**src/rtl/mtr_drv_gen.sv**
```systemverilog
// mtr_drv_gen
//   N-phase half-bridge gate driver for the eBike commutation path.
//   A free-running PWM counter produces one shared PWM waveform. Each
//   phase muxes it into a high/low request according to its commutation
//   select. A two-state dead-time FSM per phase then makes sure the two
//   gates of a half-bridge are never on together. A synchronised
//   over-current input latches a fault that forces every gate off.
//
// Ports
//   clk        system clock
//   rst        asynchronous active-high reset
//   duty       requested duty, taken at the last count of each period
//   sel        commutation select, phase p uses sel[2p+1:2p]
//              00 coast, 01 reverse, 10 forward, 11 brake
//   dead_time  dead-time length in clocks (0 behaves as 1)
//   ovr_curr   asynchronous over-current flag from the comparator
//   flt_clr    level-sensitive fault clear request
//   high       high-side gate enables, one bit per phase
//   low        low-side gate enables, one bit per phase
//   PWM_synch  one-cycle pulse in the cycle where the PWM count is 0
//   fault      latched over-current fault

module mtr_drv_gen #(
  parameter int PWM_W = 11,
  parameter int N_PH  = 3,
  parameter int DT_W  = 6
) (
  input  logic              clk,
  input  logic              rst,
  input  logic [PWM_W-1:0]  duty,
  input  logic [2*N_PH-1:0] sel,
  input  logic [DT_W-1:0]   dead_time,
  input  logic              ovr_curr,
  input  logic              flt_clr,
  output logic [N_PH-1:0]   high,
  output logic [N_PH-1:0]   low,
  output logic              PWM_synch,
  output logic              fault
);

  typedef enum logic {RUN, DEAD} dt_state_e;

  localparam logic [PWM_W-1:0] CNT_MAX = '1;
  localparam logic [DT_W-1:0]  DT_ONE  = {{(DT_W-1){1'b0}}, 1'b1};

  logic [PWM_W-1:0] cnt;
  logic [PWM_W-1:0] duty_q;
  logic             pwm;

  logic             oc_meta;
  logic             oc_s;
  logic             hold;
  logic [DT_W-1:0]  dt_eff;

  logic [1:0]       req      [N_PH];
  logic [1:0]       req_q    [N_PH];
  logic [1:0]       req_prev [N_PH];
  dt_state_e        state     [N_PH];
  dt_state_e        state_nxt [N_PH];
  logic [DT_W-1:0]  dcnt      [N_PH];
  logic [DT_W-1:0]  dcnt_nxt  [N_PH];
  logic [N_PH-1:0]  high_nxt;
  logic [N_PH-1:0]  low_nxt;

  // PWM timebase. duty is only taken on the last count so a new value
  // always starts cleanly at the next period; PWM_synch is registered so
  // it lines up with the cycle where cnt reads 0.
  always_ff @(posedge clk or posedge rst) begin
    if (rst) begin
      cnt       <= '0;
      duty_q    <= '0;
      PWM_synch <= 1'b0;
    end else begin
      cnt       <= cnt + 1'b1;
      PWM_synch <= (cnt == CNT_MAX);
      if (cnt == CNT_MAX) begin
        duty_q <= duty;
      end
    end
  end

  assign pwm = (cnt < duty_q);

  // Over-current path: two-flop synchroniser, then a sticky fault that
  // can only be cleared once the synchronised flag has gone away.
  always_ff @(posedge clk or posedge rst) begin
    if (rst) begin
      oc_meta <= 1'b0;
      oc_s    <= 1'b0;
      fault   <= 1'b0;
    end else begin
      oc_meta <= ovr_curr;
      oc_s    <= oc_meta;
      if (oc_s) begin
        fault <= 1'b1;
      end else if (flt_clr) begin
        fault <= 1'b0;
      end
    end
  end

  // Holding on oc_s as well as fault kills the gates on the same edge
  // that sets the fault, rather than one cycle later.
  assign hold   = fault | oc_s;
  assign dt_eff = (dead_time == '0) ? DT_ONE : dead_time;

  // Commutation mux: {hreq, lreq} per phase from the shared PWM.
  always_comb begin
    for (int p = 0; p < N_PH; p++) begin
      req[p] = 2'b00;
      case (sel[2*p +: 2])
        2'b00:   req[p] = 2'b00;
        2'b01:   req[p] = {~pwm, pwm};
        2'b10:   req[p] = {pwm, ~pwm};
        default: req[p] = {1'b0, pwm};
      endcase
    end
  end

  // Dead-time FSM state register. Gate outputs are registered here so
  // the drivers see glitch-free levels.
  always_ff @(posedge clk or posedge rst) begin
    if (rst) begin
      for (int p = 0; p < N_PH; p++) begin
        req_q[p]    <= 2'b00;
        req_prev[p] <= 2'b00;
        state[p]    <= DEAD;
        dcnt[p]     <= '0;
      end
      high <= '0;
      low  <= '0;
    end else begin
      for (int p = 0; p < N_PH; p++) begin
        req_q[p]    <= req[p];
        req_prev[p] <= req_q[p];
        state[p]    <= state_nxt[p];
        dcnt[p]     <= dcnt_nxt[p];
      end
      high <= high_nxt;
      low  <= low_nxt;
    end
  end

  // Next state. Any change of the registered request opens (or restarts)
  // a dead window of dt_eff clocks; the window closes on the clock where
  // the counter reads 1, or 0 straight out of reset. A fault pins every
  // phase in DEAD with a full count so a clear always gives a full window.
  always_comb begin
    for (int p = 0; p < N_PH; p++) begin
      state_nxt[p] = state[p];
      dcnt_nxt[p]  = dcnt[p];
      if (hold) begin
        state_nxt[p] = DEAD;
        dcnt_nxt[p]  = dt_eff;
      end else begin
        case (state[p])
          RUN: begin
            if (req_q[p] != req_prev[p]) begin
              state_nxt[p] = DEAD;
              dcnt_nxt[p]  = dt_eff;
            end
          end
          default: begin
            if (req_q[p] != req_prev[p]) begin
              dcnt_nxt[p] = dt_eff;
            end else if (dcnt[p] <= DT_ONE) begin
              state_nxt[p] = RUN;
              dcnt_nxt[p]  = '0;
            end else begin
              dcnt_nxt[p] = dcnt[p] - 1'b1;
            end
          end
        endcase
      end
    end
  end

  // Outputs follow the request only when the phase will be in RUN after
  // this edge; every path into DEAD therefore turns both gates off at once.
  always_comb begin
    high_nxt = '0;
    low_nxt  = '0;
    for (int p = 0; p < N_PH; p++) begin
      if (state_nxt[p] == RUN) begin
        high_nxt[p] = req_q[p][1];
        low_nxt[p]  = req_q[p][0];
      end
    end
  end

endmodule

```
**config.mk**
```make
export PLATFORM = sky130hd
export DESIGN_NAME = mtr_drv_gen
export DESIGN_NICKNAME = d
export VERILOG_FILES = /design/src/rtl/mtr_drv_gen.sv
export SDC_FILE = /design/constraint.sdc
export NUM_CORES = 1
export LEC_CHECK = 0
export ABC_AREA = 1
export BUFFER_PORTS_ARGS = -buffer_cell sky130_fd_sc_hd__buf_4
export CORE_ASPECT_RATIO = 0.7
export CORE_UTILIZATION = 60
export CTS_CLUSTER_DIAMETER = 200
export DETAILED_ROUTE_END_ITERATION = 8
export PLACE_DENSITY = 0.81
export SLEW_MARGIN = 20
export SYNTH_ARGS = -nofsm -noshare
export SYNTH_HDL_FRONTEND = slang
export SYNTH_SLANG_ARGS = --single-unit
```
**constraint.sdc**
```tcl
create_clock -name clk -period 3 [get_ports clk]
set_input_delay 0.3 -clock clk [delete_from_list [all_inputs] [get_ports clk]]
set_output_delay 0.3 -clock clk [all_outputs]
set_load 0.01 [all_outputs]
```
==> results of run 1 <==
[critical path, cell delays in order, from the launching register on]
cell and delay [ns]:
dfrtp_1 0.42, nor2_4 0.17, nand3_1 0.10, nor2_1 0.55, inv_1 0.23, nor3_1 0.20
nor2_1 0.06
[layout by cell type, fill, tap and decap left out, types with 2 or more instances in the layout]
| cell | n |
|---|---|
| buf_4 | 35 |
| nand3_1 | 39 |
| clkinv_2 | 4 |
| xor2_1 | 11 |
| ha_1 | 17 |
| inv_1 | 89 |
| xnor2_1 | 2 |
| a21oi_1 | 15 |
| o21ai_2 | 11 |
| nor2_4 | 3 |
| nand2_2 | 2 |
| nand3b_1 | 2 |
| o21ai_0 | 9 |
| nand4_1 | 10 |
| clkbuf_1 | 2 |
| dfrtp_1 | 62 |
| nand2_1 | 127 |
| clkbuf_8 | 10 |
| dfstp_2 | 3 |
| nor2_1 | 54 |
[power groups by stage]
stage | Sequential, mW | Clock (mW) | Combinational (mW)
after global routing | 0.941 | 0.684 | 0.221
after floorplan | 0.945 | 0 | 0.131
final | 0.937 | 0.639 | 0.193
after global placement | 0.952 | 0 | 0.185
after detailed placement | 0.953 | 0 | 0.191
after CTS | 0.937 | 0.649 | 0.193
[kinds of logic after synthesis]
| family | after synthesis |
|---|---|
| flops | 65 |
| xor+xnor | 13 |
| buf+inv | 93 |
| compound gates | 36 |
| fa+ha+maj | 17 |
| simple gates | 242 |
[flip-flops by register name, indices dropped and copies added (netlist names)]
register	flops
PWM_synch	1
cnt	11
dcnt	18
duty_q	11
fault	1
high	3
low	3
oc_meta	1
oc_s	1
req_prev	6
req_q	6
state	3
[routing by layer]
metal  up-vias  GRT usage [%]  routed length (um)
li1       1519              -                   -
met1      1442           37.0                3500
met2        71           38.9                3320
met3        11           6.74                 419
met4         0           8.90                  87
met5         -              0                   0
[cell usage after synthesis]
library cell and instances:
inv_1 90, nand3b_1 2, a21oi_1 15, o21ai_2 11
nand2_1 127, nand3_4 1, xnor2_1 2, nand2_2 2
a21o_1 1, o21ai_0 9, nor2_1 54, nor2_4 3
buf_4 1, dfrtp_1 62, nor3_1 1, nand3_2 1
dfstp_2 3, nor2_2 1, ha_1 17, buf_6 2
nand3_1 39, and2_1 1, xor2_1 11, nand4_1 10
[final timing paths]
kind	to	slack, ns	cells past startpoint
max	dcnt[2]	1.16	6
min	oc_meta	0.06	1
max reg2reg	dcnt[2]	1.16	6
min reg2reg	oc_s	0.36	0
max in group asynchronous	cnt[10]	2.02	3
min in group asynchronous	dcnt[5]	0.14	2
[cell type report]
cell class                 count  area [um2]  area share [%]
clock buffer                  12         145            3.55
clock inverter                 4        20.0           0.490
inverter                      90         338            8.27
multi-input combinational    308        1590            39.0
sequential                    65        1630            39.9
tap                           75        93.8            2.30
timing repair buffer          35         263            6.43
[metrics by stage]
stage	setup slack (ns)	area, um2	hold slack, ns
final	1.16	4080	0.0606
after global routing	1.02	4080	0.0487
after CTS	1.16	4080	0.0535
after detailed placement	1.19	3920	0.336
after global placement	1.34	3920	0.335
after floorplan	1.08	3590	0.331
==> run_results.csv, run 1 <==
group,metric,value,unit
yosys,yosysTopAreaCell,"dfrtp_1",
yosys,yosys.area_share.simple,29.0,%
final_layout,drive_gt1_share,14.0,%
clocking,cts_resized,0,
sta,setup_viol,0,
routing,first_pass_iters,4,
power,pwr-share-comb,10.9,%
clocking,clockBufferDepth,2,
worst_setup_path,reg2reg_from,"fault",
place,hpwl,5.51,mm
sta,slew_violations,0,
sta,rsz0062_at_grt,"no",
power,total_power,1.77,mW
routing,drc,0,
yosys,synthMuxAreaShare,0,%
power,p_switching,0.470,mW
place,gp_congestion,0.859,
final_layout,nets,553,
yosys,synth-seq-cells,65,
die,die_h,66.7,um
grt,grt_pass1_vias,2644,
routing,vias,3043,
clocking,cts_tree,"yes",
clocking,ctsHoldBuffers,0,
die,io_pins,35,
sta,finalCritPeriodShare,61.4,%
yosys,synth_area_leaders,"dfrtp_1 (43%), nand2_1 (13%), inv_1 (9.4%)",
yosys,synth_cell_types,24,
sta,finalSetupTns,0,ns
sta,final-hold-violation-count,0,
power,p_leak,2.38,nW
clocking,htreeDepth,3,
worst_setup_path,start_kind,"register",
final_layout,final_util,71.0,%
grt,antenna_found_initial,0,
sta,period_needed,1.84,ns
power,internal_power,1.30,mW
die,rows,23,
grt,grt_pass1_wl,12.2,mm
final_layout,antennaDiodeCount,0,
clocking,cts-root-buf,"clkbuf_8",
routing,totalWireLength,7.32,mm
yosys,ys_seq_area_share,45.4,%
clocking,numCtsBuffers,9,
routing,wl_per_cell,12.4,um
die,fp.dieArea,6310,um2
yosys,synth_area_per_cell,7.71,um2
sta,fmax,0.542,GHz
yosys,synth_top_family_by_area,"simple AND/OR/NAND/NOR gates",
yosys,netlist_area,3590,um2
grt,grt_max_degree,44,
final_layout,fillers,482,
job,cap_violations,0,
sta,slew_headroom,41.9,%
routing,via_per_inst,5.17,
place,dp_cells,573,
power,p_per_area,433,nW/um2
worst_hold_path,hold_path.class,"in -> reg",
yosys,synth_compound_area_share,6.23,%
grt,grt-ovfl-total,0,
clocking,clk_pin_slew,0.07,ns
worst_setup_path,crit_type,"reg -> reg",
yosys,synthXorXnorAreaFrac,3.17,%
worst_setup_path,cp-end-kind,"register",
clocking,clk_latency,0.35,ns
die,coreArea,5760,um2
outcome,status,"completed",
routing,drtIter0Drc,219,
clocking,clock_sinks,65,
worst_setup_path,path_max_fanout,12,
die,start_util,62.4,%
yosys,synth_fa_ha_area_share,5.92,%
worst_setup_path,crit_required,3.24,ns
worst_setup_path,crit_path_start,"fault",
sta,fin_worst_skew,0.0130,ns
routing,ant_nets,0,
power,p_sw_share,26.6,%
power,seq_power_share,53.0,%
final_layout,stdcell_count,589,
clocking,cts_setup_buffers,0,
grt,grt_use_total,26.1,%
sta,tightest_slew,0.870,ns
die,die_w,94.5,um
final_layout,syn_to_final_growth,13.7,%
place,port_buffers,34,
worst_hold_path,min-delay-start,"ovr_curr",
yosys,post-synth-top-area-fraction,43.2,%
power,ir_drop,344,uV
power,clkPwrFrac,36.1,%
yosys,synthCells,466,
yosys,yosysWarnings,0,
worst_setup_path,worstPathArrival,2.08,ns
yosys,syn_nets,510,
No activity file was read; power rests on OpenSTA's default activity.
==> run 2, diff against run 1 <==
CORE_UTILIZATION = 53   (was 60)
PLACE_DENSITY = 0.75   (was 0.81)
clock period = 1.6 ns   (was 3 ns; I/O delays follow)
==> run_results.csv, run 2 (synthesis results as in run 1) <==
group,metric,value,unit
final_layout,final_util,68.0,%
sta,finalSetupTns,0,ns
outcome,status,"completed",
power,total_power,3.38,mW
worst_setup_path,cp_slowest_cell,"dfrtp_1",
final_layout,drive_gt1_share,19.1,%
clocking,clockBufferDepth,2,
sta,period_needed,1.53,ns
sta,fmax,0.653,GHz
clocking,clk_latency,0.34,ns
routing,totalWireLength,7.66,mm
die,die_w,100,um
die,die_h,70.9,um
worst_setup_path,worstPathArrival,1.81,ns
job,cap_violations,0,
worst_setup_path,path_max_fanout,4,
power,ir_drop,535,uV
clocking,cts_tree,"yes",
routing,first_pass_iters,4,
grt,grt-ovfl-total,0,
place,gp_congestion,0.806,
final_layout,final_common_cell,"nand2_1",
place,port_buffers,34,
sta,hold_ws,0.00722,ns
sta,final-hold-violation-count,0,
die,coreArea,6400,um2
worst_setup_path,start_kind,"register",
grt,antenna_found_initial,0,
final_layout,final_area,4350,um2
routing,vias,3019,
final_layout,nets,569,
worst_setup_path,crit_type,"reg -> reg",
worst_setup_path,crit_chain,"ha_1 -> a21o_1 -> nor2_2 -> buf_4 -> nand4_1 -> nand2_1",
place,hpwl,5.73,mm
grt,grt_max_degree,28,
sta,setup_viol,0,
place,placed_cell_area,4080,um2
grt,grt_use_total,24.1,%
routing,drtIter0Drc,189,
worst_setup_path,max_stage_delay,0.38,ns
clocking,cts-root-buf,"clkbuf_8",
clocking,htreeDepth,3,
die,io_pins,35,
worst_hold_path,hold_path.class,"in -> reg",
die,fp.dieArea,7120,um2
power,p_per_area,776,nW/um2
routing,drc,0,
power,p_leak,2.47,nW
sta,tightest_slew,0.631,ns
clocking,clk_pin_slew,0.08,ns
sta,fin_worst_skew,0.00674,ns
grt,grt_pass1_wl,13.4,mm
worst_setup_path,crit_required,1.88,ns
sta,finalCritPeriodShare,95.7,%
sta,slew_violations,0,
grt,grt_pass1_vias,3017,
worst_setup_path,cp-end-kind,"register",
routing,wl_per_cell,12.3,um
final_layout,top_register,"dcnt",
final_layout,syn_to_final_growth,21.1,%
die,rows,24,
routing,ant_nets,0,
sta,slew_headroom,57.9,%
final_layout,antennaDiodeCount,0,
final_layout,largest_reg_flops,18,
clocking,numCtsBuffers,9,
final_layout,final_cell_mix,"nand2_1 (124), inv_1 (88), dfrtp_1 (62)",
routing,via_per_inst,4.86,
clocking,clock_sinks,65,
die,start_util,56.2,%
final_layout,reg.largest.list,"dcnt (18), cnt (11), duty_q (11)",
## run 2: what timing repair did
action,CTS,global route
endpoints found under the hold margin,23,0
resized for setup,1,17
setup endpoints to repair,6,24
buffers inserted,0,2
pin swaps,0,0
hold buffers,2,0
## run 2: worst paths after layout
path | from | end | slack (ns) | depth (start not counted)
setup / recovery | cnt[10] | req_q[2] | 0.07 | 6
hold / removal | flt_clr | fault | 0.007 | 2
setup reg to reg | cnt[10] | req_q[2] | 0.07 | 6
hold reg to reg | oc_meta | oc_s | 0.36 | 0
max in group asynchronous | rst | req_prev[5] | 0.64 | 4
min in group asynchronous | rst | high[2] | 0.45 | 3
## run 2: where the power goes
| group | leakage [nW] | internal (mW) | switching (mW) |
|---|---|---|---|
| Sequential | 0.755 | 1.70 | 0.0554 |
| Combinational | 1.64 | 0.167 | 0.227 |
| Clock | 0.0733 | 0.554 | 0.673 |
| Total | 2.47 | 2.42 | 0.955 |
## run 2: stage by stage
| step | setup WS, ns | instances |
|---|---|---|
| 6_report | 0.0685 | 621 |
| 3_3_place_gp | 0.0598 | 601 |
| 3_5_place_dp | -0.0325 | 601 |
| 2_1_floorplan | 0.104 | 466 |
| 4_1_cts | 0.0253 | 619 |
| 5_1_grt | -0.0159 | 621 |
## run 2: area by class of cell
class | count | area (um2)
well taps | 91 | 114
clock buffers | 9 | 124
inverters | 90 | 342
fillers | 533 | 2040
repair buffers | 51 | 438
multi-input cells | 308 | 1660
clock inverters | 7 | 47.5
flip-flops and latches | 65 | 1630
## run 2: critical path: cells and delay by family (launching register included)
family	cells	cell delay [ns]
fa+ha+maj	1	0.32
flops	1	0.38
simple gates	3	0.41
buf+inv	1	0.19
compound gates	1	0.18
## run 2: metal layers
metal  GRT usage [%]  vias up  part of all wire [%]
met1            33.1     1391                    49
met5               0        -                     0
met4            8.86        0                   1.1
met3            5.83        8                   4.3
met2            37.4       66                    45
li1                -     1554                     -
